$ cat config.mk
export PLATFORM = sky130hd
export DESIGN_NAME = cmd_scheduler
export DESIGN_NICKNAME = d
export VERILOG_FILES = /design/src/rtl/cmd_pkg.sv /design/src/rtl/cmd_fifo.sv /design/src/rtl/cmd_scheduler.sv
export SDC_FILE = /design/constraint.sdc
export NUM_CORES = 2
export LEC_CHECK = 0
export CAP_MARGIN = 20
export CORE_MARGIN = 2
export CORE_UTILIZATION = 67
export CTS_BUF_LIST = sky130_fd_sc_hd__clkbuf_2 sky130_fd_sc_hd__clkbuf_4 sky130_fd_sc_hd__clkbuf_8
export DETAILED_ROUTE_END_ITERATION = 8
export HOLD_SLACK_MARGIN = 0.08
export PLACE_DENSITY = 0.93
export SLEW_MARGIN = 5
export SYNTH_ARGS = -nofsm -noshare
export SYNTH_HDL_FRONTEND = slang
export SYNTH_HIERARCHICAL = 1
export SYNTH_SLANG_ARGS = --single-unit
export TNS_END_PERCENT = 100
$ cat constraint.sdc
create_clock -name CLK -period 62.5 [get_ports CLK]
set_clock_uncertainty 0.05 [all_clocks]
set_input_delay 9.375 -clock CLK [delete_from_list [all_inputs] [get_ports CLK]]
set_output_delay 9.375 -clock CLK [all_outputs]
set_load 0.005 [all_outputs]
$ cat src/rtl/cmd_pkg.sv
// cmd_pkg: command record, staging field addresses and scheduler states
package cmd_pkg;
  typedef struct packed {
    logic [47:0] freq;
    logic [47:0] dfreq;
    logic [31:0] drate;
    logic [47:0] tstart;
    logic [1:0]  typ;
    logic [15:0] n_imp;
    logic [31:0] ti;
    logic [31:0] tp;
    logic [31:0] tb1;
    logic [31:0] tb2;
  } cmd_t;
  localparam logic [3:0] A_FREQ_LO  = 4'd0;
  localparam logic [3:0] A_FREQ_HI  = 4'd1;
  localparam logic [3:0] A_DFREQ_LO = 4'd2;
  localparam logic [3:0] A_DFREQ_HI = 4'd3;
  localparam logic [3:0] A_DRATE    = 4'd4;
  localparam logic [3:0] A_TS_LO    = 4'd5;
  localparam logic [3:0] A_TS_HI    = 4'd6;
  localparam logic [3:0] A_TYPE_N   = 4'd7;
  localparam logic [3:0] A_TI       = 4'd8;
  localparam logic [3:0] A_TP       = 4'd9;
  localparam logic [3:0] A_TB1      = 4'd10;
  localparam logic [3:0] A_TB2      = 4'd11;
  typedef enum logic [1:0] {IDLE, WAIT, ISSUE, HOLD} state_t;
endpackage

$ cat src/rtl/cmd_fifo.sv
// cmd_fifo: circular command queue with a registered head output
module cmd_fifo #(
  parameter int W = 322,
  parameter int DEPTH = 4,
  parameter int AW = $clog2(DEPTH)
) (
  input  logic          clk,
  input  logic          rst,
  input  logic          i_flush,
  input  logic          i_push,
  input  logic          i_pop,
  input  logic [W-1:0]  i_data,
  output logic [W-1:0]  o_data,
  output logic [AW:0]   o_count,
  output logic          o_full,
  output logic          o_empty
);
  logic [W-1:0]  r_mem [DEPTH];
  logic [W-1:0]  r_data;
  logic [AW-1:0] r_wr;
  logic [AW-1:0] r_rd;
  logic [AW:0]   r_count;
  logic          w_push;
  logic          w_pop;
  assign w_push  = i_push & ~o_full;
  assign w_pop   = i_pop & ~o_empty;
  assign o_full  = r_count == (AW+1)'(DEPTH);
  assign o_empty = r_count == '0;
  assign o_count = r_count;
  assign o_data  = r_data;
  // pointers wrap naturally at the power-of-two depth; flush drops everything
  always_ff @(posedge clk) begin
    if (rst || i_flush) begin
      r_wr    <= '0;
      r_rd    <= '0;
      r_count <= '0;
    end else begin
      r_wr    <= r_wr + AW'(w_push);
      r_rd    <= r_rd + AW'(w_pop);
      r_count <= r_count + (AW+1)'(w_push) - (AW+1)'(w_pop);
    end
  end
  // storage write
  always_ff @(posedge clk) begin
    if (w_push && !i_flush) r_mem[r_wr] <= i_data;
  end
  // head register trails the read pointer by one cycle
  always_ff @(posedge clk) begin
    r_data <= r_mem[r_rd];
  end
endmodule

$ cat src/rtl/cmd_scheduler.sv
// cmd_scheduler: stages host commands, queues them and issues each one LEAD ticks before its start time
module cmd_scheduler
  import cmd_pkg::*;
#(
  parameter int DEPTH = 4,
  parameter logic [47:0] LEAD = 48'd480
) (
  input  logic        CLK,
  input  logic        RESET,
  input  logic [63:0] TIME,
  input  logic        HOST_WR,
  input  logic [3:0]  HOST_ADDR,
  input  logic [31:0] HOST_DATA,
  input  logic        HOST_COMMIT,
  input  logic        FLUSH,
  input  logic        BUSY,
  output logic        WR_DATA,
  output logic [47:0] MEM_DDS_freq,
  output logic [47:0] MEM_DDS_delta_freq,
  output logic [31:0] MEM_DDS_delta_rate,
  output logic [47:0] MEM_TIME_START,
  output logic [15:0] MEM_N_impuls,
  output logic [1:0]  MEM_TYPE_impulse,
  output logic [31:0] MEM_Interval_Ti,
  output logic [31:0] MEM_Interval_Tp,
  output logic [31:0] MEM_Tblank1,
  output logic [31:0] MEM_Tblank2,
  output logic [2:0]  COUNT,
  output logic        FULL,
  output logic        EMPTY,
  output logic        OVF,
  output logic        LATE
);
  localparam int AW = $clog2(DEPTH);
  cmd_t        r_stage;
  cmd_t        r_mem;
  cmd_t        w_head;
  state_t      r_state;
  logic [47:0] r_last;
  logic        r_wr;
  logic        r_ovf;
  logic        r_late;
  logic        r_stall;
  logic [AW:0] w_count;
  logic [47:0] w_t;
  logic [48:0] w_sum;
  logic        w_late;
  logic        w_go;
  logic        w_push;
  logic        w_pop;
  logic        w_unused_time;
  assign w_t           = TIME[47:0];
  assign w_unused_time = ^TIME[63:48];
  assign w_sum         = {1'b0, w_t} + {1'b0, LEAD};
  assign w_late        = w_head.tstart <= w_t;
  assign w_go          = w_sum >= {1'b0, w_head.tstart};
  assign w_push        = HOST_COMMIT & ~FULL & ~FLUSH;
  // the head register lags a pop by a cycle, so r_stall skips the stale head
  assign w_pop         = (r_state == WAIT) & ~r_stall & ~FLUSH & (w_late | w_go);
  cmd_fifo #(.W($bits(cmd_t)), .DEPTH(DEPTH)) u_fifo (
    .clk(CLK), .rst(RESET), .i_flush(FLUSH), .i_push(w_push), .i_pop(w_pop),
    .i_data(r_stage), .o_data(w_head), .o_count(w_count), .o_full(FULL), .o_empty(EMPTY)
  );
  // host staging fields; a commit in the same cycle pushes the old contents
  always_ff @(posedge CLK) begin
    if (RESET) r_stage <= '0;
    else if (HOST_WR)
      case (HOST_ADDR)
        A_FREQ_LO:  r_stage.freq[31:0]   <= HOST_DATA;
        A_FREQ_HI:  r_stage.freq[47:32]  <= HOST_DATA[15:0];
        A_DFREQ_LO: r_stage.dfreq[31:0]  <= HOST_DATA;
        A_DFREQ_HI: r_stage.dfreq[47:32] <= HOST_DATA[15:0];
        A_DRATE:    r_stage.drate        <= HOST_DATA;
        A_TS_LO:    r_stage.tstart[31:0] <= HOST_DATA;
        A_TS_HI:    r_stage.tstart[47:32] <= HOST_DATA[15:0];
        A_TYPE_N:   {r_stage.typ, r_stage.n_imp} <= HOST_DATA[17:0];
        A_TI:       r_stage.ti  <= HOST_DATA;
        A_TP:       r_stage.tp  <= HOST_DATA;
        A_TB1:      r_stage.tb1 <= HOST_DATA;
        A_TB2:      r_stage.tb2 <= HOST_DATA;
        default: ;
      endcase
  end
  // issue FSM: WR_DATA and MEM_* load on the edge the issue condition is seen
  always_ff @(posedge CLK) begin
    if (RESET) begin
      r_state <= IDLE;
      r_mem   <= '1;
      r_last  <= '0;
      r_wr    <= 1'b0;
      r_ovf   <= 1'b0;
      r_late  <= 1'b0;
      r_stall <= 1'b0;
    end else begin
      r_wr    <= 1'b0;
      r_stall <= w_pop;
      if (HOST_COMMIT && FULL && !FLUSH) r_ovf <= 1'b1;
      if (FLUSH) r_state <= IDLE;
      else
        case (r_state)
          IDLE: if (!EMPTY) r_state <= WAIT;
          WAIT:
            if (!r_stall) begin
              if (w_late) begin
                r_late <= 1'b1;
                if (w_count == (AW+1)'(1) && !w_push) r_state <= IDLE;
              end else if (w_go) begin
                r_state <= ISSUE;
                r_wr    <= 1'b1;
                r_mem   <= w_head;
                r_last  <= w_head.tstart;
              end
            end
          ISSUE: r_state <= HOLD;
          HOLD: if (w_t > r_last && !BUSY) r_state <= IDLE;
          default: r_state <= IDLE;
        endcase
    end
  end
  assign WR_DATA            = r_wr;
  assign MEM_DDS_freq       = r_mem.freq;
  assign MEM_DDS_delta_freq = r_mem.dfreq;
  assign MEM_DDS_delta_rate = r_mem.drate;
  assign MEM_TIME_START     = r_mem.tstart;
  assign MEM_N_impuls       = r_mem.n_imp;
  assign MEM_TYPE_impulse   = r_mem.typ;
  assign MEM_Interval_Ti    = r_mem.ti;
  assign MEM_Interval_Tp    = r_mem.tp;
  assign MEM_Tblank1        = r_mem.tb1;
  assign MEM_Tblank2        = r_mem.tb2;
  assign COUNT              = 3'(w_count);
  assign OVF                = r_ovf;
  assign LATE               = r_late;
endmodule
==> metrics.cfg <==
[critical_path]
worstSetupPathType = input pin to register
rrSetupSlack_ns = 56.11
r2r_cells = 13
crit_fanout = 97
endpoint_kind = register
r2r_start = u_fifo/o_data[178]
worstPathArrival_ns = 17.97
worstReg2RegEnd = MEM_DDS_delta_freq[10]
start_kind = input pin
required_ns = 63.36

[synthesis]
ys.flop_type = edfxtp_1
synth_top_area_share_pct = 46.4
post_synth.cell_area_avg_sq_um = 14.6
ys_types = 62
synth_nets = 5968
synth_seq_cells = 2315
ys_warn_count = 6
synth.top_cells.by_area = edfxtp_1 46%, dfxtp_1 25%, mux4_2 8.7%
synthArstFlopShare_pct = 0
seq_area_frac_synth_pct = 71.0
yosys.area.top_type = edfxtp_1
synth_edf_count = 1288
synth_most_common_cell = edfxtp_1
netlist_area_sq_mm = 0.0834
synthTopCellsByCount = 1288 x edfxtp_1, 1027 x dfxtp_1, 692 x nand2_1, 592 x nor2_1, 426 x a21oi_1
synthCells = 5712

[floorplan]
ios = 436
die_h_microns = 357
die_x_microns = 357
num_rows = 129
initial_core_util_pct = 67.5
die-area_sq_mm = 0.127
core_sq_mm = 0.124

[sta]
relSlewSlack_pct = 18.3
setup_viol = 0
setup-tns-final_ns = 0
rsz0062_at_grt = false
period_share_pct = 27.4
hold_viol = 0
fmax_mhz = 58.5
drv_slew = 0
min_period_ns = 17.11
worst_slew_pin_slew_ns = 1.23

[drt]
drt_iter0_markers = 7384
wl_per_cell_microns = 27.3
num_vias = 51750
drc = 0
wl_mm = 223
drt-pass1-iter-count = 6
postRouteAntennaNets = 0
via_per_inst = 6.33

[clocking]
cts_max_level = 5
cts_max_path_buffers = 4
insertion_delay_ns = 1.08
cts_buffers = 354
cts_sinks = 2315
tritoncts = built
hold_buffers = 0
ctsResizeCount = 0
clk_pin_slew_ns = 0.07
post_cts_buffers = 0
cts-root-buf = clkbuf_8

[global_route]
grt_pass1_vias = 52362
grt_start_max_net_pins = 225
antenna_found_initial = 18
overflow = 0
grt_usage_pct = 34.7
grt_pass1_wl_mm = 325

[pwr]
leakage_nw = 32.3
ir_drop_uv = 23.9
clkPwrFrac_pct = 43.9
intPower_mw = 2.37
combPwrFrac_pct = 2.7
p_sw_share_pct = 21.8
power_switching_mw = 0.660
p_seq_share_pct = 53.4
cellPowerDensity_mw_per_mm2 = 31.5
finalPower_mw = 3.03

[worst_hold_path]
hold_class = register to register
min_from = u_fifo/o_data[305]
hold_depth = 2
whs_endpoint = MEM_DDS_freq[31]

[final_layout]
final_cells = 8173
drive_gt1_share_pct = 16.1
fillers = 6049
area_growth_pct = 15.3
nNetsFinal = 6493

[placement]
place.detailed.hpwl_mm = 117
dpl.cell_count = 7516
io_buffers = 419
gp_congestion = 0.930

[flow_run]
cap_violations = 0

[outcome]
status = completed

cells by family after synthesis:
| kind of cell | after synthesis | synth area share, % |
|---|---|---|
| AND/OR/NAND/NOR | 1526 | 7.65 |
| adder cells (fa/ha/maj) | 150 | 2.26 |
| flip-flops | 2315 | 71.0 |
| XOR/XNOR | 44 | 0.480 |
| buffers and inverters | 485 | 2.86 |
| multiplexers | 596 | 12.0 |
| AO/OA/AOI/OAI | 596 | 3.76 |
sequential cells by signal (all words and copies together) (netlist names), 2 cells and up, named ones only:
name,cells
u_fifo/r_rd,2
u_fifo/r_wr,2
r_last,48
r_stage,322
MEM_DDS_freq,48
MEM_DDS_delta_freq,48
u_fifo/o_data,322
MEM_TIME_START,48
MEM_Tblank2,32
u_fifo/r_mem,1288
MEM_DDS_delta_rate,32
MEM_N_impuls,16
MEM_TYPE_impulse,2
MEM_Interval_Ti,32
MEM_Interval_Tp,32
MEM_Tblank1,32
u_fifo/o_count,3
how the worst max path moves through the flow:
stage	slack, ns	from	depth (start not counted)	to
after floorplan	17.97	FLUSH	2	u_fifo/r_mem[1][0]
after global placement	44.56	TIME[5]	24	MEM_DDS_delta_rate[28]
after detailed placement	44.51	TIME[5]	24	MEM_DDS_delta_freq[6]
after CTS	45.49	TIME[5]	24	MEM_DDS_delta_freq[10]
after global routing	45.23	TIME[5]	24	MEM_DDS_delta_freq[10]
final	45.39	TIME[5]	24	MEM_DDS_delta_freq[10]
layout by cell type (no fill, tap or decap), types with 4 or more instances in the layout:
cell / Yosys / layout
edfxtp_1: 1288 / 1288
dfxtp_1: 1027 / 1025
nand2_1: 692 / 692
nor2_1: 592 / 585
a21oi_1: 426 / 426
clkbuf_8: 0 / 407
clkdlybuf4s50_1: 0 / 405
mux4_2: 322 / 322
mux2i_1: 274 / 274
inv_1: 155 / 155
ha_1: 149 / 149
clkbuf_4: 0 / 114
o21ai_0: 104 / 104
nand3_1: 73 / 72
buf_4: 3 / 69
nand3b_1: 51 / 51
clkinv_2: 0 / 43
xnor2_1: 42 / 42
clkinv_1: 0 / 40
nand4_1: 38 / 38
nor3_1: 22 / 19
diode_2: 0 / 17
bufinv_16: 0 / 17
a21o_1: 15 / 15
o21ai_1: 14 / 14
buf_2: 43 / 13
a211oi_1: 10 / 10
clkinvlp_4: 0 / 10
and4_1: 9 / 9
nor2b_1: 9 / 9
buf_12: 0 / 9
nor2_2: 0 / 6
nor3b_1: 5 / 5
nor4_1: 5 / 5
o211ai_1: 5 / 5
nand2b_1: 5 / 5
or2_2: 4 / 4
inv_6: 0 / 4
and2_1: 4 / 4
power by group through the flow:
stage,Sequential [mW],Combinational [mW],Clock (mW)
2_1_floorplan,1.65,0.0425,0
3_3_place_gp,1.65,0.0756,0
3_5_place_dp,1.65,0.0774,0
4_1_cts,1.61,0.0789,1.34
5_1_grt,1.61,0.0853,1.40
6_report,1.62,0.0812,1.33
final cells by class:
type	count	area, sq um	share of cell area [%]
inverters	155	582	0.605
clock buffers	521	6460	6.72
flip-flops and latches	2315	59200	61.6
diodes	17	42.5	0.0442
multi-input cells	2912	21900	22.8
well taps	1637	2050	2.13
clock inverters	117	1020	1.06
repair buffers	499	4890	5.08
worst max-delay path, stage by stage:
cell and delay [ns]:
clkdlybuf4s50_1 0.64, inv_1 0.15, ha_1 0.24, nor3b_1 0.20, nor4_1 0.22, buf_4 0.21, and4_1 0.28, inv_1 0.08
nor3_1 0.49, nand2_1 0.25, nor3_1 0.30, xnor2_1 0.11, ha_1 0.28, nand3_1 0.08, nor2_1 0.28, nand4_1 0.29
a211oi_1 0.51, or4_4 0.25, o21ai_4 0.05, buf_4 0.40, nor2_4 0.91, buf_4 0.87, buf_4 0.96, mux2i_1 0.37
through the flow:
step	instance area [sq um]	setup slack (ns)	util [%]	hold slack, ns
2_1_floorplan	83400	17.97	-	0.404
5_1_grt	96100	45.23	77.7	0.423
3_5_place_dp	88600	44.51	71.7	0.410
6_report	96200	45.39	77.8	0.389
3_3_place_gp	88600	44.56	71.7	0.398
4_1_cts	96100	45.49	77.7	0.408
layer usage:
layer | global-route usage, % | up-vias | part of all wire, %
met5 | 0 | - | 0.031
met4 | 22.7 | 10 | 6.6
met3 | 8.60 | 770 | 11
met2 | 54.3 | 3759 | 48
met1 | 43.7 | 25465 | 35
li1 | - | 21746 | -
Power figures use the tool's default switching activity.
